`config.mk`:
```
export PLATFORM = sky130hd
export DESIGN_NAME = arb_rr_bin
export DESIGN_NICKNAME = d
export VERILOG_FILES = /design/src/rtl/arb_pkg.sv /design/src/rtl/arb_rr_pick.sv /design/src/rtl/bin2oht.sv /design/src/rtl/arb_rr_bin.sv
export SDC_FILE = /design/constraint.sdc
export NUM_CORES = 1
export LEC_CHECK = 0
export ABC_AREA = 0
export BUFFER_PORTS_ARGS = -buffer_cell sky130_fd_sc_hd__buf_2
export CORE_MARGIN = 5
export CORE_UTILIZATION = 50
export DETAILED_ROUTE_END_ITERATION = 7
export PLACE_DENSITY = 0.8
export REMOVE_ABC_BUFFERS = 1
export SLEW_MARGIN = 0
export SYNTH_ARGS = -nofsm -noshare
export SYNTH_HDL_FRONTEND = slang
export SYNTH_SLANG_ARGS = --single-unit
export TNS_END_PERCENT = 20
```
`constraint.sdc`:
```
create_clock -name clk -period 6 [get_ports clk]
set_input_delay 1.2 -clock clk [delete_from_list [all_inputs] [get_ports clk]]
set_output_delay 1.2 -clock clk [all_outputs]
set_load 0.01 [all_outputs]
```
`src/rtl/arb_pkg.sv`:
```
// ============================================================================
// Module : arb_pkg
// Brief  : Shared types for the round-robin binary-grant arbiter.
// Rev    : 1.0  initial release
// ============================================================================
`default_nettype none

package arb_pkg;

    typedef enum logic [0:0] {
        IDLE = 1'b0,
        BUSY = 1'b1
    } arb_state_t;

endpackage

`default_nettype wire

```
`src/rtl/arb_rr_pick.sv`:
```
// ============================================================================
// Module : arb_rr_pick
// Brief  : Rotated priority encoder: first request at or above ptr, else wrap.
// Rev    : 1.0  initial release
// ============================================================================
`default_nettype none

module arb_rr_pick #(
    parameter int WIDTH      = 8,
    localparam int WIDTH_LOG = $clog2(WIDTH)
) (
    input  logic [WIDTH-1:0]     req,
    input  logic [WIDTH_LOG-1:0] ptr,
    output logic                 any,
    output logic [WIDTH_LOG-1:0] idx
);

    logic                 w_hit_m;
    logic [WIDTH_LOG-1:0] w_idx_m;
    logic [WIDTH_LOG-1:0] w_idx_u;

    // Descending scan leaves the lowest qualifying index in each result.
    always_comb begin
        w_hit_m = 1'b0;
        w_idx_m = '0;
        w_idx_u = '0;
        for (int i = WIDTH - 1; i >= 0; i--) begin
            if (req[i] && (i >= int'(ptr))) begin
                w_hit_m = 1'b1;
                w_idx_m = WIDTH_LOG'(i);
            end
            if (req[i]) begin
                w_idx_u = WIDTH_LOG'(i);
            end
        end
    end

    assign any = |req;
    assign idx = w_hit_m ? w_idx_m : w_idx_u;

endmodule

`default_nettype wire

```
`src/rtl/bin2oht.sv`:
```
// ============================================================================
// Module : bin2oht
// Brief  : Binary-to-one-hot decoder with qualifying valid.
// Rev    : 1.0  initial release
// ============================================================================
`default_nettype none

module bin2oht #(
    parameter int WIDTH          = 8,
    parameter int SPLIT          = 2,
    parameter int IMPLEMENTATION = 0,
    localparam int WIDTH_LOG     = $clog2(WIDTH)
) (
    input  logic                 vld,
    input  logic [WIDTH_LOG-1:0] bin,
    output logic [WIDTH-1:0]     oht
);

    generate
        if (IMPLEMENTATION == 0) begin : g_flat
            always_comb begin
                oht = '0;
                for (int i = 0; i < WIDTH; i++) begin
                    oht[i] = vld && (int'(bin) == i);
                end
            end
        end else begin : g_tree
            // Leaf select from the low index bits, group select from the rest.
            always_comb begin
                oht = '0;
                for (int i = 0; i < WIDTH; i++) begin
                    oht[i] = vld && ((int'(bin) % SPLIT) == (i % SPLIT))
                                 && ((int'(bin) / SPLIT) == (i / SPLIT));
                end
            end
        end
    endgenerate

endmodule

`default_nettype wire

```
`src/rtl/arb_rr_bin.sv`:
```
// ============================================================================
// Module : arb_rr_bin
// Brief  : Round-robin arbiter with held binary grant, release and timeout.
// Rev    : 1.0  initial release
// ============================================================================
`default_nettype none

module arb_rr_bin
    import arb_pkg::*;
#(
    parameter int WIDTH          = 8,
    parameter int SPLIT          = 2,
    parameter int IMPLEMENTATION = 0,
    parameter int TIMEOUT        = 0,
    localparam int WIDTH_LOG     = $clog2(WIDTH),
    localparam int TMO_LOG       = (TIMEOUT == 0) ? 1 : $clog2(TIMEOUT + 1)
) (
    input  logic                 clk,
    input  logic                 rst,
    input  logic [WIDTH-1:0]     req,
    input  logic                 ack,
    output logic                 gnt_vld,
    output logic [WIDTH_LOG-1:0] gnt_bin,
    output logic [WIDTH-1:0]     gnt_oht,
    output logic                 tmo
);

    localparam logic [TMO_LOG-1:0]   C_TMO_LAST = (TIMEOUT == 0) ? '0 : TMO_LOG'(TIMEOUT - 1);
    localparam logic [WIDTH_LOG-1:0] C_IDX_LAST = WIDTH_LOG'(WIDTH - 1);

    arb_state_t           r_state, w_nxt_state;
    logic                 r_vld,   w_nxt_vld;
    logic [WIDTH_LOG-1:0] r_bin,   w_nxt_bin;
    logic [WIDTH_LOG-1:0] r_ptr,   w_nxt_ptr;
    logic [TMO_LOG-1:0]   r_cnt,   w_nxt_cnt;
    logic                 r_tmo,   w_nxt_tmo;

    logic                 w_cur_req;
    logic                 w_hit_tmo;
    logic                 w_release;
    logic                 w_any;
    logic [WIDTH_LOG-1:0] w_idx;

    assign w_cur_req = req[r_bin];
    assign w_hit_tmo = (TIMEOUT != 0) && (r_cnt == C_TMO_LAST);
    assign w_release = (r_state == BUSY) && (ack || !w_cur_req || w_hit_tmo);
    assign w_nxt_tmo = (r_state == BUSY) && w_hit_tmo && !ack && w_cur_req;
    assign w_nxt_ptr = !w_release ? r_ptr :
                       (r_bin == C_IDX_LAST) ? '0 : r_bin + 1'b1;

    // A withdrawn requester already shows 0 in req, so no extra masking is needed.
    arb_rr_pick #(
        .WIDTH (WIDTH)
    ) u_pick (
        .req (req),
        .ptr (w_nxt_ptr),
        .any (w_any),
        .idx (w_idx)
    );

    always_comb begin
        w_nxt_state = r_state;
        w_nxt_vld   = r_vld;
        w_nxt_bin   = r_bin;
        w_nxt_cnt   = r_cnt;
        case (r_state)
            IDLE: begin
                if (w_any) begin
                    w_nxt_state = BUSY;
                    w_nxt_vld   = 1'b1;
                    w_nxt_bin   = w_idx;
                    w_nxt_cnt   = '0;
                end
            end
            BUSY: begin
                if (w_release) begin
                    w_nxt_cnt = '0;
                    if (w_any) begin
                        w_nxt_bin = w_idx;
                    end else begin
                        w_nxt_state = IDLE;
                        w_nxt_vld   = 1'b0;
                        w_nxt_bin   = '0;
                    end
                end else if (r_cnt != '1) begin
                    w_nxt_cnt = r_cnt + 1'b1;
                end
            end
            default: begin
                w_nxt_state = IDLE;
                w_nxt_vld   = 1'b0;
                w_nxt_bin   = '0;
                w_nxt_cnt   = '0;
            end
        endcase
    end

    always_ff @(posedge clk) begin
        if (rst) begin
            r_state <= IDLE;
            r_vld   <= 1'b0;
            r_bin   <= '0;
            r_ptr   <= '0;
            r_cnt   <= '0;
            r_tmo   <= 1'b0;
        end else begin
            r_state <= w_nxt_state;
            r_vld   <= w_nxt_vld;
            r_bin   <= w_nxt_bin;
            r_ptr   <= w_nxt_ptr;
            r_cnt   <= w_nxt_cnt;
            r_tmo   <= w_nxt_tmo;
        end
    end

    bin2oht #(
        .WIDTH          (WIDTH),
        .SPLIT          (SPLIT),
        .IMPLEMENTATION (IMPLEMENTATION)
    ) u_bin2oht (
        .vld (r_vld),
        .bin (r_bin),
        .oht (gnt_oht)
    );

    assign gnt_vld = r_vld;
    assign gnt_bin = r_bin;
    assign tmo     = r_tmo;

endmodule

`default_nettype wire

```
* Word level (Yosys, flattened, before mapping)
Index checks and enable logic that the tools add are counted. W data, S select, Z words.
Word-level totals: bits in registers 8, input port bits 11, output and inout port bits 13, logic and storage cells 86
Cells by class: add/sub/neg operators 1, magnitude comparators 8, eq/ne operators 11, mux-type cells 39, bitwise operators 1, reductions and logical operators 22
Operators by type and width (count):
- $mux W3 | 21
- $logic_and A1 B1 Y1 | 16
- $eq A3 B3 Y1 const B | 5
- $mux W1 | 14
- $ge A3 B3 Y1 const A | 3
- $reduce_or A8 Y1 | 1
- $eq A3 B2 Y1 const B | 2
- $ge A1 B3 Y1 const A | 2
- $ge A2 B3 Y1 const A | 2
- $pmux W3 S2 | 1
- $lt A3 B4 Y1 const B | 1
- $ne A2 B1 Y1 const B | 2
- $pmux W1 S2 | 2
- $add A3 B1 Y3 const B | 1
- $bmux W1 S3 | 1
- $eq A3 B1 Y1 const B | 1
- $logic_not A3 Y1 | 1
- $reduce_and A3 Y1 | 1
- $ne A2 B2 Y1 const B | 1
- $reduce_and A2 Y1 | 1
- $logic_not A1 Y1 | 1
- $logic_or A1 B1 Y1 | 1
- $not A1 Y1 | 1

* Logic depth before layout (Yosys ltp)
word-level depth 19, depth in mapped cells 10, depth with buffers taken out 9

* Modules after synthesis
A second synthesis with hierarchy kept.
Unflattened totals: cells, all modules 106, area, all modules 889.6 µm²
Modules (own cells, without submodules):
- arb_rr_bin | instances 1, cells an instance 56, area each 548.0 µm², sequential area each 160.2 µm²
- arb_rr_pick | instances 1, cells an instance 42, area each 246.5 µm², sequential area each 0.0 µm²
- bin2oht | instances 1, cells an instance 8, area each 95.1 µm², sequential area each 0.0 µm²

* Worst setup path before layout
OpenSTA, ideal clock, no wires.
kind input -> register, start point input req[3], end point register r_bin[0], in the netlist gnt_bin[0], library setup time 0.120 ns, arrival 2.891 ns, data required time 5.880 ns, setup slack 2.989 ns, stages 7, path buffers 0, cell sequence mux2i_1 > a221o_2 > mux2i_1 > or4_4 > a21oi_2 > o31ai_2 > a211o_1
On the way: longest elaborated chain between the ends 19, elaborated cells between the ends (all ways) 47
Ends and longest elaborated chain:
- start, declared | RTL line arb_rr_bin.sv:20 | input logic [WIDTH-1:0] req,
- $bmux W1 S3 | RTL line arb_rr_bin.sv:44 | assign w_cur_req = req[r_bin];
- $mux W1 (not written as such) | RTL line arb_rr_bin.sv:44
- $logic_not A1 Y1 | RTL line arb_rr_bin.sv:46 | assign w_release = (r_state == BUSY) && (ack || !w_cur_req || w_hit_tmo);
- $logic_or A1 B1 Y1 | RTL line arb_rr_bin.sv:46
- $logic_and A1 B1 Y1 | RTL line arb_rr_bin.sv:46
- $mux W3 | RTL line arb_rr_bin.sv:48 | assign w_nxt_ptr = !w_release ? r_ptr :
- $ge A3 B3 Y1 | RTL line arb_rr_pick.sv:28 | if (req[i] && (i >= int'(ptr))) begin
- $logic_and A1 B1 Y1 | RTL line arb_rr_pick.sv:28
- $mux W3 or $mux W1 (tied branches) (7 in a row) | RTL line arb_rr_pick.sv:28
- $mux W3 | RTL line arb_rr_pick.sv:39 | assign idx = w_hit_m ? w_idx_m : w_idx_u;
- $mux W3 | RTL line arb_rr_bin.sv:78 | if (w_any) begin
- $mux W3 | RTL line arb_rr_bin.sv:76 | if (w_release) begin
- $pmux W3 S2 | RTL line arb_rr_bin.sv:66 | case (r_state)
- end signal, assigned | RTL line arb_rr_bin.sv:109 | r_bin <= w_nxt_bin;
- end, declared | RTL line arb_rr_bin.sv:33 | logic [WIDTH_LOG-1:0] r_bin, w_nxt_bin;
Several ways; a longest one is shown, not always the timed one. The select of a mux whose other input is x is not followed. A chain may end at the register's enable or synchronous reset.

* Worst setup path after layout
start point input req[2], end point register r_bin[0], in the netlist gnt_bin[0]
Same word-level chain as after synthesis.

==> flow_summary.toml <==
[placement]
placed_area_um2 = 1140
globalplace.congestion = 0.9469
dp_slack_ns = 2.675
io_buffers = 22
detailedPlacementHpwl_mm = 2.339

[floorplanning]
dieArea_um2 = 3039
die-width_um = 55.13
core_um2 = 1942
initial_core_util_pct = 52.45
ios = 24
num_rows = 16
dieHeight_um = 55.13

[worst_setup_path]
critPathKind = "in2reg"
r2r.worst_path.cells = 9
startpoint_type = "input port"
critical_path_required_ns = 6.14
worstPathArrival_ns = 3.24
worst-path-max-fanout = 5
r2r-end = "gnt_bin[0]$_SDFFE_PP0P_"
endpoint_kind = "flop"
r2r-start = "gnt_bin[0]$_SDFFE_PP0P_"
rrSetupSlack_ns = 2.98

[status]
outcome = "completed"

[yosys]
synth_edf_count = 0
syn_area_per_cell_um2 = 7.834
syn-cell-area_um2 = 1018
ys_types = 52
synth_compound_area_share_pct = 30.59
synth_top_family_by_area = "simple AND/OR/NAND/NOR gates"
ys_seq_area_share_pct = 15.72
ys_ff_latch = 8
ys.warnings.count = 0
synth_xor_area_share_pct = 0
synthAdderAreaFrac_pct = 7.371
yosys.area.top_type = "dfxtp_1"
yosys.area_share.simple_pct = 34.89
async_flop_share_pct = 0
ys_top_cells_by_area = "dfxtp_1 (16%), ha_1 (7.4%), nand2_1 (5.2%), nor2_1 (4.8%), nor3_1 (3.9%)"
synth_top_area_share_pct = 15.72
synth_top_flop_cell = "dfxtp_1"
synth_cells = 130
synth_mux_area_share_pct = 6.634

[timing]
period_minus_slack_ns = 3.101
setup_tns_ns = 0
rsz0062_at_grt = "false"
setup_viol_count_final = 0
slew_violations = 0
fin_ws_ns = 2.899
clock_skew_ns = 0.0009140
period_share_pct = 51.68
max_clock_freq_ghz = 0.3225
worst_slew_pin_slew_ns = 0.5476
fin_hold_ws_ns = 0.5658
report.final.hold_viol_count = 0
slew-limit-headroom_pct = 63.40

[finish]
final_cell_area_um2 = 1162
layout.nets = 171
final_cell_mix = "buf_2 (22), nand2_1 (14), nor2_1 (13)"
final_common_cell = "buf_2"
drive_gt1_share_pct = 27.63
syn2layout_area_growth_pct = 14.13
antennaDiodeCount = 0

[detailed_routing]
dr.pass1.iters = 7
drc_errors = 0
drt-initial-drc-count = 70
wirelength_mm = 2.956
routed_via_density = 6.469
routedWlPerCell_um = 16.51
ant_nets = 0
dr_total_vias = 1158

[clocking]
cts_setup_buffers = 0
cts-root-buf = "clkbuf_4"
cts-resized-gates = 0
hold_buffers = 0
clkTransAtPathRegs_ns = 0.05
clock_path_buffers = 2
cts_tree = "done"
insertion_delay_ns = 0.25
cts.sinks = 8
htree_num_levels = 1
cts_buffers = 3

[global_routing]
overflow = 0
track_usage_pct = 21.30
antenna_found_initial = 0
grt_max_degree = 14
grt_pass1_vias = 1057
grt_pass1_wl_mm = 4.657

[worst_hold_path]
hold_start = "r_ptr[0]$_SDFF_PP0_"
worstHoldEndpoint = "r_ptr[0]$_SDFF_PP0_"
hold_depth = 2
hold_path_class = "reg2reg"

[power_and_ir_drop]
power.total_mw = 0.2946
p_leak_nw = 0.5060
powerDensity_nw_per_um2 = 253.4
vdd_drop_max_mv = 0.1684

[run]
maxCapViolCount = 0
cells by family after synthesis:
kind of cell / after synthesis
AOI/OAI and AO/OA: 37
muxes: 5
other: 1
buffers and inverters: 9
adders and majority gates: 6
DFF: 8
and+or+nand+nor: 64
synthesized netlist by cell type, types with 2 or more instances:
cell type / count
nand2_1: 14
nor2_1: 13
dfxtp_1: 8
nor3_1: 8
a21oi_1: 6
ha_1: 6
inv_1: 6
o21ai_0: 6
and2_1: 5
nand3_1: 4
nor2b_1: 4
and3_1: 3
or3_1: 3
a21oi_2: 2
mux2i_1: 2
nand2b_1: 2
o21bai_1: 2
o32ai_1: 2
where the power goes:
group / switching, mW / leakage, nW / internal [mW] / total, mW
registers: 0.0262 / 0.0663 / 0.0627 / 0.0889
logic: 0.0948 / 0.426 / 0.0718 / 0.167
clock network: 0.0163 / 0.0138 / 0.0228 / 0.0391
layout make-up:
cell class / count / area (um^2)
tap: 27 / 33.78
sequential: 8 / 160.2
clock buffer: 3 / 22.52
timing repair buffer: 22 / 110.1
multi-input combinational: 113 / 813.3
fill: 197 / 779.5
inverter: 6 / 22.52
state kept, by name, summed over array words and instances, names as in the netlist:
signal / flops
gnt_bin: 3
r_ptr: 3
gnt_vld: 1
r_state: 1
stage by stage:
stage | util, % | std cells
after floorplan | - | 127
after global placement | 58.70 | 176
after detailed placement | 58.70 | 176
after CTS | 59.86 | 179
after global routing | 59.86 | 179
final | 59.86 | 179
routing by layer:
metal	vias up	wire length (um)	track usage, %
met5	-	0	0
met1	527	1168	25.88
li1	526	-	-
met4	0	119	7.692
met3	12	371	6.702
met2	93	1297	35.04
critical path, stage by stage:
cell	delay [ns]
buf_2	0.13
mux2i_1	0.11
a221oi_2	0.55
nor2_1	0.12
or4_4	0.50
a21oi_2	0.25
o31ai_2	0.10
a211o_1	0.28
how the worst max path moves through the flow:
stage	cells past startpoint	start	end
floorplan	7	req[3]	gnt_bin[0]$_SDFFE_PP0P_
global placement	8	req[2]	gnt_bin[0]$_SDFFE_PP0P_
detailed placement	8	req[2]	gnt_bin[0]$_SDFFE_PP0P_
CTS	8	req[2]	gnt_bin[0]$_SDFFE_PP0P_
global route	8	req[2]	gnt_bin[0]$_SDFFE_PP0P_
finish	8	req[2]	gnt_bin[0]$_SDFFE_PP0P_
(Power assumes the default switching activity.)
